[config.mk]
export PLATFORM = sky130hd
export DESIGN_NAME = pipeline_stall_ctrl
export DESIGN_NICKNAME = d
export VERILOG_FILES = /design/src/rtl/pipeline_stall_ctrl_pkg.sv /design/src/rtl/pipeline_stall_ctrl_sat_counter.sv /design/src/rtl/pipeline_stall_ctrl.sv
export SDC_FILE = /design/constraint.sdc
export NUM_CORES = 1
export LEC_CHECK = 0
export ABC_AREA = 1
export CORE_AREA = 4 4 76 78
export DETAILED_ROUTE_END_ITERATION = 10
export DIE_AREA = 0 0 80 82
export PLACE_DENSITY = 0.75
export SETUP_SLACK_MARGIN = 0.1
export SLEW_MARGIN = 10
export SYNTH_ARGS = -nofsm -noshare
export SYNTH_HDL_FRONTEND = slang
export SYNTH_SLANG_ARGS = --single-unit
export TNS_END_PERCENT = 100
[constraint.sdc]
create_clock -name clk -period 1.5 [get_ports clk]
set_input_delay 0.225 -clock clk [delete_from_list [all_inputs] [get_ports clk]]
set_output_delay 0.225 -clock clk [all_outputs]
set_load 0.02 [all_outputs]
[src/rtl/pipeline_stall_ctrl_pkg.sv]
// Shared encodings for the pipeline stall controller: FSM states,
// the per-stage pipe-control bundle and default counter width.
package pipeline_stall_ctrl_pkg;

   localparam int CNT_W_DEF = 16;
   localparam int LB_CNT_W  = 2;   // holds LB_EXTRA (0..3)
   localparam int STATE_W   = 2;

   typedef enum logic [STATE_W-1:0] {
      ST_RUN      = 2'd0,
      ST_LB_HOLD  = 2'd1,
      ST_MEM_WAIT = 2'd2
   } state_e;

   // One bit per pipe-register control, in port order.
   typedef struct packed {
      logic pc_write;
      logic ifid_write;
      logic ifid_flush;
      logic idex_bubble;
      logic back_write;
   } pipe_ctrl_t;

   localparam pipe_ctrl_t CTRL_RESET  = '{1'b0, 1'b0, 1'b1, 1'b1, 1'b0};
   localparam pipe_ctrl_t CTRL_FREEZE = '{1'b0, 1'b0, 1'b0, 1'b0, 1'b0};
   localparam pipe_ctrl_t CTRL_STALL  = '{1'b0, 1'b0, 1'b0, 1'b1, 1'b1};
   localparam pipe_ctrl_t CTRL_BRANCH = '{1'b1, 1'b1, 1'b1, 1'b0, 1'b1};
   localparam pipe_ctrl_t CTRL_NORMAL = '{1'b1, 1'b1, 1'b0, 1'b0, 1'b1};

endpackage

[src/rtl/pipeline_stall_ctrl_sat_counter.sv]
// Saturating up-counter used for the stall/flush performance counters.
module sat_counter
   import pipeline_stall_ctrl_pkg::*;
#(
   parameter int CNT_W = CNT_W_DEF
) (
   input  logic             clk,
   input  logic             rst_n,
   input  logic             i_inc,
   input  logic             i_clr,
   output logic [CNT_W-1:0] o_cnt
);

   logic [CNT_W-1:0] r_cnt;

   // Count up on i_inc, stick at all-ones, synchronous clear.
   always_ff @(posedge clk or negedge rst_n) begin
      if (!rst_n)                   r_cnt <= '0;
      else if (i_clr)               r_cnt <= '0;
      else if (i_inc && ~&r_cnt)    r_cnt <= r_cnt + 1'b1;
   end

   assign o_cnt = r_cnt;

endmodule

[src/rtl/pipeline_stall_ctrl.sv]
// Pipeline stall controller: maps hazard / branch / memory-wait events
// onto PC, IF/ID, ID/EX and back-end pipe register controls, and owns
// the extra bubbles a load->branch dependency needs.
module pipeline_stall_ctrl
   import pipeline_stall_ctrl_pkg::*;
#(
   parameter int CNT_W    = CNT_W_DEF,
   parameter int LB_EXTRA = 1
) (
   input  logic               clk,
   input  logic               rst_n,
   input  logic               i_stall_req,
   input  logic               i_idex_memread,
   input  logic               i_ifid_branch,
   input  logic               i_branch_taken,
   input  logic               i_mem_busy,
   output logic               o_pc_write,
   output logic               o_ifid_write,
   output logic               o_ifid_flush,
   output logic               o_idex_bubble,
   output logic               o_back_write,
   output logic [CNT_W-1:0]   o_stall_cycles,
   output logic [CNT_W-1:0]   o_flush_count,
   output logic [STATE_W-1:0] o_busy_state
);

   localparam logic [LB_CNT_W-1:0] LB_LOAD = LB_CNT_W'(LB_EXTRA);

   state_e              r_state, r_sav_state;
   state_e              w_nxt_state, w_nxt_sav, w_eff_state;
   logic [LB_CNT_W-1:0] r_bub_cnt, w_nxt_bub_cnt;
   pipe_ctrl_t          w_ctrl;
   logic                w_lb_start;

   // While waiting on memory the saved state is what the pipe resumes
   // into, so the release cycle already acts as that state (no lost cycle).
   assign w_eff_state = (r_state == ST_MEM_WAIT) ? r_sav_state : r_state;
   assign w_lb_start  = i_stall_req && i_idex_memread && i_ifid_branch && (LB_EXTRA > 0);

   // State, bubble down-counter and MEM_WAIT save register.
   always_ff @(posedge clk or negedge rst_n) begin
      if (!rst_n) begin
         r_state     <= ST_RUN;
         r_sav_state <= ST_RUN;
         r_bub_cnt   <= '0;
      end else begin
         r_state     <= w_nxt_state;
         r_sav_state <= w_nxt_sav;
         r_bub_cnt   <= w_nxt_bub_cnt;
      end
   end

   // Next state: memory freeze first; the bubble counter simply holds
   // during the freeze, so the owed bubbles survive it unchanged.
   always_comb begin
      w_nxt_state   = ST_RUN;
      w_nxt_sav     = r_sav_state;
      w_nxt_bub_cnt = r_bub_cnt;
      if (i_mem_busy) begin
         w_nxt_state = ST_MEM_WAIT;
         if (r_state == ST_RUN || r_state == ST_LB_HOLD) w_nxt_sav = r_state;
         else if (r_state != ST_MEM_WAIT)                w_nxt_sav = ST_RUN;
      end else begin
         case (w_eff_state)
            ST_RUN: begin
               if (w_lb_start) begin
                  w_nxt_state   = ST_LB_HOLD;
                  w_nxt_bub_cnt = LB_LOAD;
               end
            end
            ST_LB_HOLD: begin
               w_nxt_bub_cnt = r_bub_cnt - 1'b1;
               w_nxt_state   = (r_bub_cnt <= 1) ? ST_RUN : ST_LB_HOLD;
            end
            default: w_nxt_state = ST_RUN;
         endcase
      end
   end

   // Pipe controls: reset > freeze > owed bubble > stall > taken branch > run.
   always_comb begin
      w_ctrl = CTRL_NORMAL;
      if (!rst_n)             w_ctrl = CTRL_RESET;
      else if (i_mem_busy)    w_ctrl = CTRL_FREEZE;
      else begin
         case (w_eff_state)
            ST_RUN: begin
               if (i_stall_req)         w_ctrl = CTRL_STALL;
               else if (i_branch_taken) w_ctrl = CTRL_BRANCH;
               else                     w_ctrl = CTRL_NORMAL;
            end
            ST_LB_HOLD: w_ctrl = CTRL_STALL;
            default:    w_ctrl = CTRL_STALL;  // corrupt state: hold pipe safely
         endcase
      end
   end

   assign o_pc_write    = w_ctrl.pc_write;
   assign o_ifid_write  = w_ctrl.ifid_write;
   assign o_ifid_flush  = w_ctrl.ifid_flush;
   assign o_idex_bubble = w_ctrl.idex_bubble;
   assign o_back_write  = w_ctrl.back_write;
   assign o_busy_state  = r_state;

   sat_counter #(.CNT_W(CNT_W)) u_stall_cnt (
      .clk   (clk),
      .rst_n (rst_n),
      .i_inc (w_ctrl.idex_bubble),
      .i_clr (1'b0),
      .o_cnt (o_stall_cycles)
   );

   sat_counter #(.CNT_W(CNT_W)) u_flush_cnt (
      .clk   (clk),
      .rst_n (rst_n),
      .i_inc (w_ctrl.ifid_flush),
      .i_clr (1'b0),
      .o_cnt (o_flush_count)
   );

endmodule
==> results of run 1 <==
flip-flops by register name (all words and copies together), names as in the netlist:
signal and cells:
u_flush_cnt.o_cnt 16, u_stall_cnt.o_cnt 16, o_busy_state 2, r_bub_cnt 2, r_sav_state 2
layout by cell type, fill, tap and decap left out, types with 2 or more instances in the layout:
cell type	count
nand2_1	88
buf_4	63
nand3_1	40
nand2_2	37
inv_1	28
dfrtp_1	28
nor2_1	21
clkdlybuf4s15_1	15
nand4_1	12
nand3_2	10
dfrtp_2	10
nand2_4	8
nor2_2	8
xor2_1	8
clkbuf_2	8
buf_6	7
dlygate4sd2_1	6
nor2_4	5
clkbuf_8	5
clkdlybuf4s50_1	5
buf_2	5
buf_12	5
nand2_8	4
xnor2_1	4
o21ai_0	4
nor3_4	3
nand3_4	2
nor3_2	2
ha_4	2
clkinv_2	2
clkdlybuf4s15_2	2
final timing paths:
kind	start	to	depth (start not counted)
setup / recovery	o_busy_state[1]	o_ifid_flush	4
hold / removal	rst_n	r_sav_state[0]	3
setup reg to reg	u_flush_cnt.o_cnt[0]	u_flush_cnt.o_cnt[2]	10
hold reg to reg	u_stall_cnt.o_cnt[15]	u_stall_cnt.o_cnt[15]	2
max in group asynchronous	rst_n	u_stall_cnt.o_cnt[1]	3
min in group clk	u_stall_cnt.o_cnt[15]	u_stall_cnt.o_cnt[15]	2
cell families after synthesis:
kind of cell	Yosys count	synth area share, %
flops	38	40.3
simple gates	239	45.0
compound gates	9	2.01
buf+inv	35	6.68
xor+xnor	12	4.45
fa+ha+maj	3	1.59
critical path, delay by kind of cell (launching register included):
| kind | cells | cell delay (ns) |
|---|---|---|
| flip-flops | 1 | 0.46 |
| AND/OR/NAND/NOR | 2 | 0.32 |
| buffers and inverters | 1 | 0.14 |
| AO/OA/AOI/OAI | 1 | 0.18 |
power by group through the flow:
| stage | clock network, mW | registers (mW) | logic (mW) |
|---|---|---|---|
| floorplan | 0 | 1.57 | 0.537 |
| global placement | 0 | 1.34 | 1.39 |
| detailed placement | 0 | 1.35 | 1.43 |
| CTS | 0.896 | 1.33 | 1.45 |
| global route | 0.942 | 1.35 | 1.70 |
| finish | 0.870 | 1.33 | 1.57 |
area by class of cell:
cell class	count	share of cell area, %
clock buffer	5	1.74
clock inverter	3	1.01
inverter	28	2.66
multi-input combinational	265	41.6
sequential	38	24.4
tap	70	2.21
timing repair buffer	119	26.4
timing repair:
item / CTS / global route
gates resized for setup: 124 / 66
endpoints found under the hold margin: 27 / 0
endpoints found under the setup margin: 71 / 64
hold buffers: 1 / 0
pin swaps: 20 / 18
cloned: 3 / 0
buffers inserted: 8 / 11
per-stage QoR:
step / hold WS [ns] / TNS, ns
floorplan: -0.0706 / -1.45
global placement: 0.299 / -8.21
detailed placement: 0.303 / -8.95
CTS: 0.0110 / -0.384
global route: 0.0381 / -2.14
finish: 0.0282 / -0.567
routing by layer:
layer | part of all wire [%] | vias up | routed length [microns] | global-route usage (%)
met2 | 54 | 118 | 4120 | 43.0
met1 | 38 | 1329 | 2940 | 27.0
met4 | 1.9 | 0 | 146 | 10.8
met5 | 0 | - | 0 | 0
met3 | 5.7 | 20 | 433 | 4.28
li1 | - | 1325 | - | -
==> summary.md, run 1 <==
| Metric | Value |
|---|---|
| Status | `finished with violations` |
| Failing checks | `negative setup slack` |
| Iteration-0 DRC Markers | `91` |
| Max incr delay on CP | `between 0.4 and 0.5 ns` |
| Clock buffer count from CTS | `5` |
| Ys async rst share | `100%` |
| Sequential share of the synthesized area | `between 40% and 50%` |
| Site row count | `26` |
| Crit Path Max Fanout | `3` |
| Initial Utilization | `46.5%` |
| WL per Instance | `roughly 14 microns` |
| Layout Nets | `467` |
| Number of global-route vias before repair | `around 2800` |
| Share of layout cells above drive strength 1 | `42.4%` |
| Worst EP required | `~1.3 ns` |
| CTS tree | `done` |
| Synth Area per Inst | `7.03 sq um` |
| Max Slew Vio Count | `0` |
| Final Hold Viols | `0` |
| Lkg Pwr | `slightly below 2 nW` |
| Worst hold path type | `in -> async` |
| Final cell count without fillers | `approximately 530` |
| Placement Cell Area | `around 3400 sq um` |
| Routed Antenna Nets | `0` |
| Reg clk slew, reported paths | `0.08 ns` |
| Total Routing Usage GR | `between 20% and 30%` |
| Maximum vdd drop | `857 uV` |
| Placer Congestion | `0.842` |
| Routed WL | `between 7 and 8 mm` |
| Largest net degree at the start of global routing | `28` |
| Chip height | `82 microns` |
| Fmax | `approximately 620 MHz` |
| Total Power | `3.77 mW` |
| Yosys Warn Count | `0` |
| Critical path cell sequence | `a21oi_4 > nand4_1 > nand2_2 > buf_6` |
| Syn Std Cell Area | `between 2000 and 2500 sq um` |
| Via count | `2792` |
| Root Driver | `clkbuf_8` |
| Most frequent cells after synthesis | `nand2_1 (127), nand3_1 (51), dfrtp_1 (38)` |
| Ports | `46` |
| CP max-delay cell | `dfrtp_2` |
| Fin util | `~80%` |
| Critical Path Start Type | `flip-flop` |
| Die span in x | `roughly 80 microns` |
| Endpoints failing setup | `16` |
| Post-synthesis net count | `approximately 350` |
| Initial antenna violation count | `0` |
| Setup CP Type | `reg -> out` |
| Largest cells by area after synthesis | `dfrtp_1 (40%), nand2_1 (20%), nand3_1 (11%)` |
| Clock skew | `between 0.007 and 0.008 ns` |
| Max H-tree Level | `2` |
| Fin crit share | `108%` |
| Antenna diode count | `0` |
| Cell Count Post-Placement | `~500` |
| Worst-margin pin slew | `about 0.37 ns` |
| RSZ-0062 raised after global routing | `true` |
| Rel. slew slack | `75.3%` |
| Seq pwr share | `35.3%` |
| Top-count cell post-synth | `nand2_1` |
| Area of the multi-input gates | `1650 sq um` |
| Fin area | `just under 4000 sq um` |
| Final min period | `1.62 ns` |
| Pre-antenna DRT Iters | `6` |
| CP Capture Type | `primary output` |
| Sw frac | `36.5%` |
| Syn Inst Count | `between 300 and 400` |
| Worst EP arrival | `1.40 ns` |
| Post-synth top area share | `40.3%` |
| Pwr Density | `954 nW/um^2` |
| DP Wirelength | `4.65 mm` |
| First-pass GRT wire length | `12.2 mm` |
| Total die area | `around 6600 sq um` |
| Number of flops mapped to enable cells by yosys | `0` |
| IO buf count | `45` |
| Yosys top cell by area | `dfrtp_1` |
| DR vias/cell | `roughly 5.3` |
| Storage element area | `between 900 and 1000 sq um` |
| Yosys reg bits | `38` |
| DR DRC count | `0` |
| Max-Cap Viols | `0` |
| Main synth FF type | `dfrtp_1` |
| Int Power | `2.40 mW` |
| Area growth syn-to-layout | `67.5%` |
| Core ar. | `5070 sq um` |
| Clock power share | `23.1%` |
| Grt ovf | `0` |
| Post-synth cell types | `22` |
| Fill cell total of the finished layout | `337` |
| Logic pwr share | `between 40% and 50%` |
| Worst-case clock buffer depth | `2` |
| Sw Pwr | `about 1.4 mW` |
| R2R setup slack | `-0.05 ns` |
| Pre-CTS setup slack | `-0.409 ns` |
| Skew-Pair Late Insertion Delay | `approximately 0.29 ns` |
| Final worst slack | `-0.121 ns` |
| Clock sink count | `38` |
Note: power is estimated with default switching activity, not from simulation.
==> run 2: changes to the inputs <==
--- a/config.mk
+++ b/config.mk
@@ -10,6 +10,7 @@
 export DETAILED_ROUTE_END_ITERATION = 10
 export DIE_AREA = 0 0 80 82
 export PLACE_DENSITY = 0.75
+export REMOVE_ABC_BUFFERS = 1
 export SETUP_SLACK_MARGIN = 0.1
 export SLEW_MARGIN = 10
 export SYNTH_ARGS = -nofsm -noshare
==> summary.md, run 2 (synthesis results as in run 1) <==
| Metric | Value |
|---|---|
| Worst-case clock buffer depth | `2 (unchanged)` |
| Critical path cell sequence | `a21oi_2 > nand3_2 > nand2_1 > nand2_2 > buf_6 (was a21oi_4 > nand4_1 > nand2_2 > buf_6)` |
| Final worst slack | `-0.115 ns (was -0.121 ns)` |
| Global-route met1 utilization | `26.1% (was 27.0%)` |
| Pre-CTS setup slack | `-0.467 ns (was -0.409 ns)` |
| Rel. slew slack | `73.5% (was 75.3%)` |
| Ports | `46 (unchanged)` |
| Initial antenna violation count | `0 (unchanged)` |
| DR vias/cell | `5.16 (was 5.29)` |
| Final Hold Viols | `0 (unchanged)` |
| Worst EP arrival | `1.39 ns (was 1.40 ns)` |
| Status | `finished with violations (unchanged)` |
| RSZ-0062 raised after global routing | `true (unchanged)` |
| Number of global-route vias before repair | `2703 (was 2773)` |
| Buf/Inv on CP | `1 (unchanged)` |
| Worst-margin pin slew | `0.396 ns (was 0.371 ns)` |
| CP Capture Type | `primary output (unchanged)` |
| Worst EP required | `1.27 ns (about the same)` |
| Grt ovf | `0 (unchanged)` |
| Most common cell after layout, fill and taps aside | `nand2_1 (unchanged)` |
| Max incr delay on CP | `0.42 ns (was 0.46 ns)` |
| Final min period | `1.62 ns (about the same)` |
| Antenna diode count | `0 (unchanged)` |
| Initial Utilization | `46.5% (unchanged)` |
| Via count | `2668 (was 2792)` |
| Lkg Pwr | `1.89 nW (was 1.98 nW)` |
| Setup CP Type | `reg -> out (unchanged)` |
| M2 GR Usage | `42.5% (was 43.0%)` |
| Hold_ws | `0.402 ns (was 0.0282 ns)` |
| Cell Count Post-Placement | `485 (was 497)` |
| Core ar. | `5070 sq um (unchanged)` |
| Delay-heaviest family, CP | `flip-flops (unchanged)` |
| Fill cell total of the finished layout | `397 (was 337)` |
| Max-Cap Viols | `0 (unchanged)` |
| Routed WL | `7.47 mm (was 7.64 mm)` |
| Total Routing Usage GR | `23.0% (was 23.7%)` |
| CTS tree | `done (unchanged)` |
| Total die area | `6560 sq um (unchanged)` |
| Site row count | `26 (unchanged)` |
| Root Driver | `clkbuf_8 (unchanged)` |
| Reg clk slew, reported paths | `0.08 ns (about the same)` |
| Endpoints failing setup | `35 (was 16)` |
| Critical Path Start Type | `flip-flop (unchanged)` |
| Fin crit share | `108% (about the same)` |
| Final cell count without fillers | `517 (was 528)` |
| Crit Path Max Fanout | `3 (unchanged)` |
| Die span in x | `80 microns (unchanged)` |
| IO buf count | `45 (unchanged)` |
| Routed Antenna Nets | `0 (unchanged)` |
| Clock skew | `0.0118 ns (was 0.00797 ns)` |
| Clock sink count | `38 (unchanged)` |
| Total Power | `3.49 mW (was 3.77 mW)` |
| Chip height | `82 microns (unchanged)` |
| Pre-antenna DRT Iters | `4 (was 6)` |
| Largest net degree at the start of global routing | `27 (was 28)` |
| Area growth syn-to-layout | `58.9% (was 67.5%)` |
| M3 GR Usage | `4.06% (was 4.28%)` |
| Iteration-0 DRC Markers | `134 (was 91)` |
| Most frequent cells in the layout | `nand2_1 (105), buf_4 (49), dfrtp_1 (35) (was nand2_1 (88), buf_4 (63), nand3_1 (40))` |
| WL per Instance | `14.4 microns (was 14.5 microns)` |
| Failing checks | `negative setup slack (unchanged)` |
| Placer Congestion | `0.826 (was 0.842)` |
| Share of layout cells above drive strength 1 | `34.2% (was 42.4%)` |
| First-pass GRT wire length | `11.9 mm (was 12.2 mm)` |
| Busiest grt layer | `met2 (unchanged)` |
| Fmax | `619 MHz (was 617 MHz)` |
| DR DRC count | `0 (unchanged)` |
| Pwr Density | `931 nW/um^2 (was 954 nW/um^2)` |
| Worst hold path type | `in -> async (unchanged)` |
| Skew-Pair Late Insertion Delay | `0.30 ns (was 0.29 ns)` |
| Max H-tree Level | `2 (unchanged)` |
| CP max-delay cell | `dfrtp_1 (was dfrtp_2)` |
| DP Wirelength | `4.58 mm (was 4.65 mm)` |
| Fin util | `73.9% (was 77.9%)` |
| Clock buffer count from CTS | `5 (unchanged)` |
| Maximum vdd drop | `1010 uV (was 857 uV)` |
| Layout Nets | `456 (was 467)` |
| Max Slew Vio Count | `0 (unchanged)` |
-- run 2: worst register-to-register path: stages, from the launching register on --
cell and delay (ns):
dfrtp_1 0.38, ha_2 0.22, nand3_4 0.09, nor2_4 0.12, nand2_2 0.09, nor2_4 0.11
nand2_4 0.11, buf_6 0.18, nand2_8 0.12, nand2_2 0.06, nand2_1 0.06
-- run 2: final timing paths --
| check | to | start | cells after the start | slack (ns) |
|---|---|---|---|---|
| worst min register to register | u_flush_cnt.o_cnt[15] | u_flush_cnt.o_cnt[15] | 2 | 0.53 |
| max in group asynchronous | u_flush_cnt.o_cnt[11] | rst_n | 4 | 0.53 |
| min in group clk | u_flush_cnt.o_cnt[15] | u_flush_cnt.o_cnt[15] | 2 | 0.53 |
| worst max register to register | u_flush_cnt.o_cnt[11] | u_flush_cnt.o_cnt[0] | 10 | -0.10 |
| worst min-delay path | r_bub_cnt[1] | rst_n | 3 | 0.40 |
| worst max-delay path | o_idex_bubble | o_busy_state[1] | 5 | -0.12 |
-- run 2: cell type report --
cell class,count,area (sq um),area share (%)
clock buffer,6,82.6,2.20
inverter,28,105,2.80
tap,70,87.6,2.33
sequential,38,955,25.5
multi-input combinational,264,1530,40.7
timing repair buffer,109,982,26.2
clock inverter,2,12.5,0.334
-- run 2: per-layer routing --
| metal | vias to the layer above | share of wire, % |
|---|---|---|
| li1 | 1303 | - |
| met1 | 1266 | 39 |
| met2 | 84 | 53 |
| met3 | 15 | 5.2 |
| met4 | 0 | 2.4 |
| met5 | - | 0 |
-- run 2: through the flow --
stage	cell area, sq um	setup TNS (ns)
after floorplan	2310	-8.22
final	3750	-1.96
after CTS	3590	-1.24
after detailed placement	3160	-8.71
after global routing	3750	-4.32
after global placement	3160	-7.68
-- run 2: power breakdown --
group / switching [mW] / leakage [nW] / internal, mW
logic: 0.773 / 1.33 / 0.624
registers: 0.161 / 0.506 / 1.18
clock network: 0.384 / 0.0472 / 0.370
-- run 2: what timing repair did --
item	4_1_cts	5_1_grt
hold buffers	1	0
buffers inserted	14	8
gates cloned	2	1
setup endpoints to repair	71	52
gates resized for setup	126	39
pin swaps	39	18
endpoints found under the hold margin	12	0
==> run 3: changes to the inputs <==
--- a/config.mk
+++ b/config.mk
@@ -7,6 +7,7 @@
 export LEC_CHECK = 0
 export ABC_AREA = 1
 export CORE_AREA = 4 4 76 78
+export CTS_BUF_LIST = sky130_fd_sc_hd__clkbuf_4 sky130_fd_sc_hd__clkbuf_8 sky130_fd_sc_hd__clkbuf_16
 export DETAILED_ROUTE_END_ITERATION = 10
 export DIE_AREA = 0 0 80 82
 export PLACE_DENSITY = 0.75
==> results of run 3 <==
Final layout, timing and power as in run 2 (identical DEF).
